==> config.mk <==
export PLATFORM = sky130hd
export DESIGN_NAME = sipo_8bit_rx
export DESIGN_NICKNAME = d
export VERILOG_FILES = /design/src/rtl/sipo_8bit_rx.sv
export SDC_FILE = /design/constraint.sdc
export NUM_CORES = 1
export LEC_CHECK = 0
export BUFFER_PORTS_ARGS = -buffer_cell sky130_fd_sc_hd__buf_4
export CAP_MARGIN = 30
export CORE_ASPECT_RATIO = 0.75
export CORE_MARGIN = 2
export CORE_UTILIZATION = 50
export DETAILED_ROUTE_END_ITERATION = 7
export PLACE_DENSITY = 0.75
export SLEW_MARGIN = 5
export SYNTH_ARGS = -nofsm -noshare
export SYNTH_HDL_FRONTEND = slang
export SYNTH_SLANG_ARGS = --single-unit
==> constraint.sdc <==
create_clock -name clk -period 5.6 [get_ports clk]
set_input_delay 0.28 -clock clk [delete_from_list [all_inputs] [get_ports clk]]
set_output_delay 0.28 -clock clk [all_outputs]
set_load 0.005 [all_outputs]
==> src/rtl/sipo_8bit_rx.sv <==
// sipo_8bit_rx: MSB-first serial byte receiver feeding a DEPTH-entry valid/ready output FIFO.
// Define PARITY_CHECK_EN for a 9th even-parity bit per frame and the sticky perr flag.
module sipo_8bit_rx #(
   parameter int DEPTH = 4
) (
   input  logic                   clk,
   input  logic                   rst,
   input  logic                   si,
   input  logic                   si_vld,
   input  logic                   sync,
   output logic [7:0]             po,
   output logic                   po_vld,
   input  logic                   po_rdy,
   output logic [$clog2(DEPTH):0] level,
   output logic                   full,
   output logic                   ovf,
   output logic                   perr
);

   localparam int PTR_W = $clog2(DEPTH);
   localparam int LVL_W = PTR_W + 1;
`ifdef PARITY_CHECK_EN
   localparam int FRAME = 9;
`else
   localparam int FRAME = 8;
`endif
   localparam logic [3:0]       LAST_BIT = 4'(FRAME - 1);
   localparam logic [LVL_W-1:0] FULL_LVL = LVL_W'(DEPTH);

   // ---------------- frame assembly ----------------
   logic [7:0] r_shreg;
   logic [3:0] r_bcnt;
   logic [3:0] w_bcnt_nxt;
   logic       w_shift;
   logic       w_frame_end;
   logic       w_push_req;
   logic [7:0] w_push_byte;

   // NOTE: every signal assigned in always_comb gets a default first, so no path leaves it unassigned (no latch).
   always_comb begin
      w_bcnt_nxt  = r_bcnt;
      w_shift     = 1'b0;
      w_frame_end = 1'b0;
      if (sync) begin
         // A qualified bit on the sync edge is bit 0 of the new frame.
         w_bcnt_nxt = si_vld ? 4'd1 : 4'd0;
         w_shift    = si_vld;
      end else if (si_vld) begin
         if (r_bcnt == LAST_BIT) begin
            w_bcnt_nxt  = 4'd0;
            w_frame_end = 1'b1;
         end else begin
            w_bcnt_nxt = r_bcnt + 4'd1;
         end
`ifdef PARITY_CHECK_EN
         w_shift = (r_bcnt != LAST_BIT);
`else
         w_shift = 1'b1;
`endif
      end
   end

`ifdef PARITY_CHECK_EN
   logic w_par_err;
   logic r_perr;

   // Even parity: the parity bit must equal the XOR of the 8 data bits.
   assign w_par_err   = w_frame_end && (si != ^r_shreg);
   assign w_push_byte = r_shreg;
   assign w_push_req  = w_frame_end && !w_par_err;

   always_ff @(posedge clk) begin
      if (rst)            r_perr <= 1'b0;
      else if (w_par_err) r_perr <= 1'b1;
   end

   assign perr = r_perr;
`else
   logic w_unused_msb;

   // The MSB is shifted out on the completing edge and never read directly.
   assign w_unused_msb = r_shreg[7];
   assign w_push_byte  = {r_shreg[6:0], si};
   assign w_push_req   = w_frame_end;
   assign perr         = 1'b0;
`endif

   // NOTE: sequential state is written with non-blocking assignments so every register samples pre-edge values.
   always_ff @(posedge clk) begin
      if (rst) begin
         r_shreg <= 8'h00;
         r_bcnt  <= 4'd0;
      end else begin
         r_bcnt <= w_bcnt_nxt;
         if (w_shift) r_shreg <= {r_shreg[6:0], si};
      end
   end

   // ---------------- output FIFO ----------------
   logic [7:0]       r_mem [DEPTH];
   logic [PTR_W-1:0] r_wptr;
   logic [PTR_W-1:0] r_rptr;
   logic [LVL_W-1:0] r_level;
   logic             r_ovf;
   logic             w_full;
   logic             w_pop;
   logic             w_push;
   logic             w_drop;

   assign w_full = (r_level == FULL_LVL);
   assign w_pop  = po_vld && po_rdy;
   // A full FIFO still accepts a byte when the head leaves on the same edge.
   assign w_push = w_push_req && (!w_full || w_pop);
   assign w_drop = w_push_req && w_full && !w_pop;

   // NOTE: storage has no reset; po is masked while empty, and rst clears the pointers that give it meaning.
   always_ff @(posedge clk) begin
      if (w_push && !rst) r_mem[r_wptr] <= w_push_byte;
   end

   always_ff @(posedge clk) begin
      if (rst) begin
         r_wptr  <= '0;
         r_rptr  <= '0;
         r_level <= '0;
         r_ovf   <= 1'b0;
      end else begin
         if (w_push) r_wptr <= r_wptr + PTR_W'(1);
         if (w_pop)  r_rptr <= r_rptr + PTR_W'(1);
         if (w_push && !w_pop)      r_level <= r_level + LVL_W'(1);
         else if (w_pop && !w_push) r_level <= r_level - LVL_W'(1);
         if (w_drop) r_ovf <= 1'b1;
      end
   end

   assign po_vld = (r_level != '0);
   assign po     = po_vld ? r_mem[r_rptr] : 8'h00;
   assign level  = r_level;
   assign full   = w_full;
   assign ovf    = r_ovf;

endmodule

==> impl_metrics.py <==
metrics = {
    "setup_path": {
        "worst-path-max-fanout": 4,
        "critPathRequiredTime_ns": 5.84,
        "startpoint_type": "flop",
        "r2r_slack_ns": 3.25,
        "crit_type": "flop to flop",
        "reg2reg_to": "level[2]$_SDFFE_PP0P_",
        "crit_path_max_incr_delay_ns": 0.37,
        "worst_setup_path_end_kind": "flop",
        "crit_top_cell": "ha_1",
        "cp_slowest_cell": "fa_1",
        "cp_cell_sequence": "ha_1 > nand4b_1 > nor3_2 > ha_1 > inv_1 > fa_1 > xor2_1 > or3_1 > a21oi_1",
        "rr_worst_depth": 9,
        "reg2reg_from": "r_bcnt[1]$_SDFFE_PP0P_",
        "cp.arrival_ns": 2.59,
    },
    "yosys": {
        "ys_types": 34,
        "synth_seq_cells": 53,
        "ys_warn_count": 0,
        "syn_avg_cell_area_um2": 14.8,
        "synth_area_leaders": "edfxtp_1 44%, dfxtp_1 19%, mux4_2 8.2%, mux2i_1 4.6%, ha_1 3.4%",
        "syn_area_um2": 2190,
        "syn-num-nets": 161,
        "yosysSeqAreaShare_pct": 63.0,
        "syn-instance-count": 148,
        "synth_top_area_share_pct": 43.8,
        "synth_area_leader_cell": "edfxtp_1",
    },
    "floorplan": {
        "core_um2": 4130,
        "ioPinCount": 21,
        "start_util_pct": 53.1,
        "rows": 20,
        "fp.dieH_um": 61.3,
        "die_x_um": 80.5,
        "die_area_um2": 4940,
    },
    "placement": {
        "place_hpwl_um": 2530,
        "gp_congestion": 0.845,
        "io_buffers": 19,
    },
    "global_routing": {
        "grt_max_degree": 24,
        "track_usage_pct": 16.1,
        "antenna_found_initial": 0,
        "grt_pass1_vias": 1121,
        "grt_first_pass_wirelength_um": 5640,
        "gr-total-overflow": 0,
    },
    "power": {
        "swShare_pct": 22.1,
        "p_per_area_nw_per_um2": 316,
        "seqPwrFrac_pct": 55.5,
        "ir_drop_v": 0.000169,
        "clkPwrFrac_pct": 31.5,
        "power.internal_uw": 611,
        "p_leak_nw": 0.924,
        "comb_power_share_pct": 13.0,
        "switching_power_uw": 173,
    },
    "cts": {
        "cts_inserted_buffers": 5,
        "cts.sinks": 53,
        "cts_buffer_depth": 2,
        "post-cts-setup-buffers": 0,
        "holdBufCountCts": 0,
        "cts_tree": "done",
        "clock_latency_ns": 0.30,
        "htreeDepth": 2,
        "post_cts_resized": 0,
        "clkTransAtPathRegs_ns": 0.08,
        "cts_root_buf": "clkbuf_8",
    },
    "sta": {
        "fmaxAchievable_mhz": 425,
        "slew_headroom_pct": 54.6,
        "drv_slew": 0,
        "finalSetupViolCount": 0,
        "min_period_ns": 2.35,
        "hold_viol_final": 0,
        "fin_skew_ns": 0.00736,
        "tightest_slew_ns": 0.675,
        "finalCritPeriodShare_pct": 42.0,
        "rsz0062_at_grt": "false",
        "worst_hold_slack_ns": 0.206,
        "setup_tns_ns": 0,
    },
    "layout": {
        "multiInputGateArea_um2": 763,
        "seq_area_um2": 1380,
        "area_growth_pct": 13.3,
        "nFillCells": 323,
        "n_antenna_cell": 0,
        "final_nets": 182,
        "drive_gt1_share_pct": 22.4,
    },
    "drt": {
        "viasPerCell": 5.31,
        "vias": 1195,
        "drt-total-wl_um": 3590,
        "wire_per_inst_um": 16.0,
        "route.antenna.remaining_nets": 0,
        "drt_first_pass_iters": 4,
        "first_iter_violations": 62,
        "drc_errors": 0,
    },
    "worst_hold_path": {
        "holdPathStages": 2,
        "min_from": "sync",
        "hp-class": "input port to flop",
        "holdPathEnd": "r_bcnt[2]$_SDFFE_PP0P_",
    },
    "outcome": {
        "outcome": "completed",
    },
    "job": {
        "max_cap_violations": 0,
    },
}
[worst max path at each step]
stage                                 from                    end  cells past startpoint
finish              r_bcnt[1]$_SDFFE_PP0P_  level[2]$_SDFFE_PP0P_                      9
global route        r_bcnt[1]$_SDFFE_PP0P_  level[2]$_SDFFE_PP0P_                      9
CTS                 r_bcnt[1]$_SDFFE_PP0P_  level[2]$_SDFFE_PP0P_                      9
detailed placement  r_bcnt[1]$_SDFFE_PP0P_  level[2]$_SDFFE_PP0P_                      9
global placement    r_bcnt[1]$_SDFFE_PP0P_  level[2]$_SDFFE_PP0P_                      9
floorplan           r_bcnt[1]$_SDFFE_PP0P_  level[2]$_SDFFE_PP0P_                      9
[logic make-up (layout without fill, tap and decap cells)]
family          count (synthesis)  count (layout)  share of synthesized area [%]
compound gates                  7               7                           2.17
xor+xnor                        6               6                           2.40
fa+ha+maj                       7               7                           4.34
buf+inv                        10              32                           2.17
flops                          53              53                           63.0
mux                            19              19                           13.5
other cells                     1               1                          0.171
simple gates                   45              45                           12.3
[per-layer routing]
layer	GRT usage, %	share of wire (%)	wire, um	vias up
met1	21.1	45	1630	581
met3	3.52	5.0	179	6
met5	0	0	0	-
met2	25.6	48	1720	30
li1	-	-	-	578
met4	8.72	1.7	60	0
[sequential cells by signal, indices dropped and copies added, names as in the netlist, named ones only]
signal / cells
r_mem: 32
r_shreg: 7
r_bcnt: 4
level: 3
r_rptr: 2
r_wptr: 2
ovf: 1
[power groups by stage]
| stage | combinational (mW) | clock, mW | sequential, mW |
|---|---|---|---|
| 6_report | 0.102 | 0.247 | 0.435 |
| 5_1_grt | 0.111 | 0.268 | 0.438 |
| 4_1_cts | 0.103 | 0.253 | 0.436 |
| 3_5_place_dp | 0.102 | 0 | 0.445 |
| 3_3_place_gp | 0.0983 | 0 | 0.443 |
| 2_1_floorplan | 0.0646 | 0 | 0.436 |
[worst max-delay path: cells and delay by family, from the launching register on]
kind	cells	cell delay [ns]
buffers and inverters	1	0.06
and+or+nand+nor	3	0.73
AOI/OAI and AO/OA	1	0.13
DFF	1	0.36
xor gates and xnor gates	1	0.16
adders and majority gates	3	0.84
[area by class of cell]
class,instances,share of cell area [%]
Clock inverter,2,1.41
Multi-Input combinational cell,85,30.7
Timing Repair Buffer,20,5.94
Sequential cell,53,55.6
Tap cell,55,2.77
Inverter,4,0.605
Clock buffer,6,2.92
[Yosys cell counts (all sizes together)]
cell and instances:
nand2b 2, o21ai 1, xnor2 1, nor4b 1
nand2 2, a31oi 1, nor3 4, a21oi 1
dfxtp 21, and2b 6, ha 6, mux4 8
o31ai 1, edfxtp 32, xor2 5, a211oi 2
o311ai 1, conb 1, mux2 1, nor2 15
mux2i 10, nor3b 2, fa 1, clkbuf 2
and2 5, or3 2, inv 4, buf 4
nand4 1, nor2b 3, nor4 1, nand4b 1
[per-stage QoR]
step	std cells	area, um2	setup WS (ns)	util (%)	power, mW
finish	225	2480	3.25	60.2	0.785
CTS	225	2480	3.24	60.2	0.792
global route	225	2480	3.11	60.2	0.816
floorplan	148	2190	3.45	-	0.501
global placement	216	2370	3.36	57.4	0.542
detailed placement	217	2380	3.24	57.5	0.547
[placed cells by master (no fill, tap or decap), drive strengths merged, types with 2 or more instances in the layout]
cell type / count
edfxtp: 32
nand2b: 2
and2b: 6
clkbuf: 6
a211oi: 2
xor2: 5
nand2: 2
and2: 5
nor3b: 2
nor2: 15
or3: 2
mux4: 8
dfxtp: 21
nor3: 4
buf: 20
nor2b: 3
ha: 6
inv: 4
mux2i: 10
Note: power is estimated with default switching activity, not from simulation.
